## src/rtl/ireg_pkg.sv

```systemverilog
// Shared helpers for the skewed border input buffer: per-channel depth and
// total stage count of the skew pipeline.
package ireg_pkg;

    function automatic int skew_depth(input int c, input int step);
        return 1 + c * step;
    endfunction

    function automatic int total_stages(input int ch, input int step);
        int sum;
        sum = 0;
        for (int c = 0; c < ch; c++) begin
            sum += skew_depth(c, step);
        end
        return sum;
    endfunction

endpackage

```

## src/rtl/ireg_delay_line.sv

```systemverilog
// Single-channel shift line carrying a valid bit with each datum; exposes the
// last stage plus an occupancy summary of all stages.
module ireg_delay_line
    import ireg_pkg::*;
#(
    parameter int WIDTH = 16,
    parameter int DEPTH = 1
) (
    input  logic                    clk,
    input  logic                    rst,
    input  logic                    en,
    input  logic                    clr,
    input  logic                    d_valid,
    input  logic signed [WIDTH-1:0] d_data,
    output logic                    q_valid,
    output logic signed [WIDTH-1:0] q_data,
    output logic                    any_valid,
    output logic [15:0]             valid_count
);

    logic signed [WIDTH-1:0] data_q [DEPTH];
    logic [DEPTH-1:0]        valid_q;

    // Bubbles enter as zero data so an invalid slot never leaks stale operands.
    always_ff @(posedge clk or posedge rst) begin
        if (rst) begin
            valid_q <= '0;
            for (int k = 0; k < DEPTH; k++) begin
                data_q[k] <= '0;
            end
        end else if (clr) begin
            valid_q <= '0;
            for (int k = 0; k < DEPTH; k++) begin
                data_q[k] <= '0;
            end
        end else if (en) begin
            valid_q[0] <= d_valid;
            data_q[0]  <= d_valid ? d_data : '0;
            for (int k = 1; k < DEPTH; k++) begin
                valid_q[k] <= valid_q[k-1];
                data_q[k]  <= data_q[k-1];
            end
        end
    end

    assign q_valid     = valid_q[DEPTH-1];
    assign q_data      = data_q[DEPTH-1];
    assign any_valid   = |valid_q;
    assign valid_count = 16'($countones(valid_q));

endmodule

```

## src/rtl/ireg_skew_border.sv

```systemverilog
// Border input buffer for the systolic array edge: channel c is delayed by
// 1 + c*SKEW_STEP enabled cycles to form the diagonal operand wavefront.
module ireg_skew_border
    import ireg_pkg::*;
#(
    parameter int WIDTH     = 16,
    parameter int CH        = 4,
    parameter int SKEW_STEP = 1
) (
    input  logic                  clk,
    input  logic                  rst,
    input  logic                  en,
    input  logic                  clr,
    input  logic [CH-1:0]         i_valid,
    input  logic [CH*WIDTH-1:0]   i_data,
    output logic [CH-1:0]         o_valid,
    output logic [CH*WIDTH-1:0]   o_data,
    output logic                  o_busy
);

    localparam int TOTAL_STAGES = total_stages(CH, SKEW_STEP);

    logic [CH-1:0] lane_busy;
    logic [15:0]   lane_count [CH];
    logic [15:0]   stage_count;

    for (genvar c = 0; c < CH; c++) begin : g_lane
        localparam int DEPTH = skew_depth(c, SKEW_STEP);
        logic signed [WIDTH-1:0] lane_q;

        ireg_delay_line #(
            .WIDTH (WIDTH),
            .DEPTH (DEPTH)
        ) u_line (
            .clk         (clk),
            .rst         (rst),
            .en          (en),
            .clr         (clr),
            .d_valid     (i_valid[c]),
            .d_data      (i_data[c*WIDTH +: WIDTH]),
            .q_valid     (o_valid[c]),
            .q_data      (lane_q),
            .any_valid   (lane_busy[c]),
            .valid_count (lane_count[c])
        );

        assign o_data[c*WIDTH +: WIDTH] = lane_q;
    end

    assign o_busy = |lane_busy;

    always_comb begin
        stage_count = '0;
        for (int k = 0; k < CH; k++) begin
            stage_count = stage_count + lane_count[k];
        end
    end

    // Occupancy can never exceed the pipeline size, and busy means occupied.
    assert property (@(posedge clk) disable iff (rst) int'(stage_count) <= TOTAL_STAGES);
    assert property (@(posedge clk) disable iff (rst) (stage_count != '0) == o_busy);

endmodule

```

## config.mk

```make
export PLATFORM = sky130hd
export DESIGN_NAME = ireg_skew_border
export DESIGN_NICKNAME = d
export VERILOG_FILES = /design/src/rtl/ireg_pkg.sv /design/src/rtl/ireg_delay_line.sv /design/src/rtl/ireg_skew_border.sv
export SDC_FILE = /design/constraint.sdc
export NUM_CORES = 1
export LEC_CHECK = 0
export BUFFER_PORTS_ARGS = -buffer_cell sky130_fd_sc_hd__buf_2
export CORE_ASPECT_RATIO = 1.2
export CORE_MARGIN = 4
export CORE_UTILIZATION = 45
export DETAILED_ROUTE_END_ITERATION = 6
export PLACE_DENSITY_LB_ADDON = 0.05
export SYNTH_ARGS = -nofsm -noshare
export SYNTH_HDL_FRONTEND = slang
export SYNTH_SLANG_ARGS = --single-unit
```

## constraint.sdc

```tcl
create_clock -name clk -period 6.4 [get_ports clk]
set_clock_uncertainty 0.05 [all_clocks]
set_input_delay 0.32 -clock clk [delete_from_list [all_inputs] [get_ports clk]]
set_output_delay 0.32 -clock clk [all_outputs]
set_load 0.05 [all_outputs]
```

==> results.json <==
{
  "worstPathRequired_ns": 6.70,
  "fmax_mhz": 448.0,
  "area_growth_pct": 13.18,
  "num_antenna_cells": 0,
  "synth-warning-count": 0,
  "synth_flop_cell": "dfrtp_1",
  "synthCells": 543,
  "die_area_sq_um": 17660,
  "fin_crit_ns": 2.232,
  "finalMaxSlewViolations": 0,
  "yosysTopAreaCell": "dfrtp_1",
  "hold_viol_final": 0,
  "die_h_um": 144.8,
  "clock-root-buffer": "clkbuf_16",
  "io_buffers": 140,
  "final_cell_area_sq_um": 7941,
  "r2r_cells": 2,
  "syn_avg_cell_area_sq_um": 12.92,
  "finish.net_count": 687,
  "reg2reg_slack_ns": 5.59,
  "synth_top_cell_area_share_pct": 60.63,
  "cap_violations": 0,
  "final_util_pct": 52.44,
  "start_kind": "primary input",
  "synth_area_leaders": "dfrtp_1 (61%), mux2i_1 (15%), a22o_1 (8.0%)",
  "dp_cells": 800,
  "ys_top_cells_by_count": "dfrtp_1 (170), nor2_1 (103), mux2i_1 (102)",
  "ys_seq_elements": 170,
  "placed_area_sq_um": 7320,
  "drt_iter0_drc": 269,
  "ys_seq_area_share_pct": 60.63,
  "worstSetupEndpointType": "register",
  "drtPass1Iterations": 6,
  "finalSetupViolations": 0,
  "reg2reg_from": "g_lane[2].u_line.data_q[44]",
  "clock_latency_ns": 0.41,
  "synth.most_common_cell": "dfrtp_1",
  "grtUsageTotal_pct": 16.78,
  "criticalPathCategory": "in2reg",
  "clock-sinks": 170,
  "rsz0062_at_grt": "false",
  "dp_hpwl_mm": 8.688,
  "cts_setup_buffers": 0,
  "routabilityCongestion": 0.7061,
  "drc_errors": 0,
  "vias_per_cell": 4.958,
  "critPathMaxFanout": 69,
  "dieWidth_um": 122.0,
  "r2r-end": "g_lane[2].u_line.data_q[28]",
  "relSlewSlack_pct": 33.09,
  "clk_pin_slew_ns": 0.07,
  "synth_edf_count": 0,
  "tightest_slew_ns": 1.004,
  "holdCritPathClass": "in2async",
  "yosysUniqueCellTypes": 15,
  "hold_buffers": 0,
  "powerDensity_nw_per_um2": 295.4,
  "std_cell_rows": 49,
  "routedWlPerCell_um": 16.89,
  "core_area_sq_um": 15140,
  "cts-htree-levels": 4,
  "clk_path_buf_depth": 2,
  "antenna_found_initial": 2,
  "grt_overflow_total": 0,
  "fin_tns_setup_ns": 0,
  "io_pins": 141,
  "cts_tree": "done",
  "via_count": 4125,
  "stdcell_count": 832,
  "crit_path_start": "en",
  "ir_drop_mv": 0.1378,
  "grt_max_degree": 112,
  "cp_data_arrival_time_ns": 2.53,
  "async_flop_share_pct": 100.0,
  "first_global_vias": 4357,
  "routed_wirelength_mm": 14.05,
  "p_leak_uw": 0.004364,
  "post_cts_resized": 0,
  "syn_area_sq_um": 7017,
  "initial_core_util_pct": 46.34,
  "layout-drive-gt1-share_pct": 28.34,
  "synthesis.nets": 615,
  "run_status": "complete, no violations",
  "grt_pass1_wl_mm": 23.05,
  "period_share_pct": 34.88,
  "antenna_left": 0,
  "cts_made_buffers": 17
}
-- cell families after synthesis --
kind of cell | Yosys count | synth area share, %
AOI/OAI and AO/OA | 68 | 8.417
buffers and inverters | 92 | 9.985
and+or+nand+nor | 111 | 6.419
DFF | 170 | 60.63
muxes | 102 | 14.55
-- sequential cells by signal (all words and copies together) (netlist names) --
register,cells
g_lane.u_line.any_valid,1
g_lane.u_line.data_q,96
g_lane.u_line.q_data,64
g_lane.u_line.valid_q,9
-- worst max-delay path, cell delays in order --
cell     delay (ns)
buf_6          0.58
buf_4          0.67
and3b_1        0.64
a22o_1         0.23
-- how the worst max path moves through the flow --
| stage | cells past startpoint | to |
|---|---|---|
| 2_1_floorplan | 1 | g_lane[0].u_line.any_valid |
| 3_3_place_gp | 4 | g_lane[0].u_line.q_data[14] |
| 3_5_place_dp | 4 | g_lane[0].u_line.q_data[12] |
| 4_1_cts | 4 | g_lane[0].u_line.q_data[12] |
| 5_1_grt | 4 | g_lane[0].u_line.q_data[12] |
| 6_report | 4 | g_lane[0].u_line.q_data[12] |
-- per-stage QoR --
| step | worst slack, ns | power, uW | hold WS (ns) |
|---|---|---|---|
| after detailed placement | 3.742 | 1311 | 0.4359 |
| after global routing | 4.020 | 2446 | 0.04240 |
| after floorplan | 1.427 | 1269 | 0.4025 |
| final | 4.168 | 2346 | 0.04855 |
| after CTS | 4.175 | 2381 | 0.04270 |
| after global placement | 3.811 | 1308 | 0.4353 |
-- placed cells by master, fill, tap and decap left out, types with 2 or more instances in the layout --
| cell | n |
|---|---|
| inv_6 | 2 |
| a21o_1 | 4 |
| mux2i_1 | 102 |
| clkbuf_8 | 2 |
| bufinv_16 | 3 |
| clkbuf_16 | 17 |
| a22o_1 | 64 |
| dfrtp_1 | 170 |
| buf_4 | 5 |
| nor2_1 | 103 |
| buf_2 | 138 |
| clkinv_4 | 4 |
| and3b_1 | 4 |
| nor4_1 | 2 |
| clkinvlp_4 | 4 |
-- area by class of cell --
cell class              count  area [sq um]
repair buffers            144         739.5
well taps                 204         255.2
clock buffers              19         452.9
flip-flops and latches    170          4254
inverters                   1         8.758
clock inverters            13         168.9
multi-input cells         281          2062
fillers                  1370          7202
-- where the power goes --
part / switching (uW) / leakage [uW] / internal (uW)
Clock: 420 / 0.000292 / 638
Combinational: 116 / 0.00173 / 57.0
Sequential: 14.9 / 0.00234 / 1100
Total: 551 / 0.00436 / 1790
-- layer usage --
layer  global-route usage (%)  vias to the layer above  share of wire (%)
li1                         -                     1956                  -
met1                    23.80                     2046                 48
met2                    25.15                      101                 46
met3                    4.355                       18                4.8
met4                    6.018                        4                1.1
met5                        0                        -               0.15
Note: power is estimated with default switching activity, not from simulation.
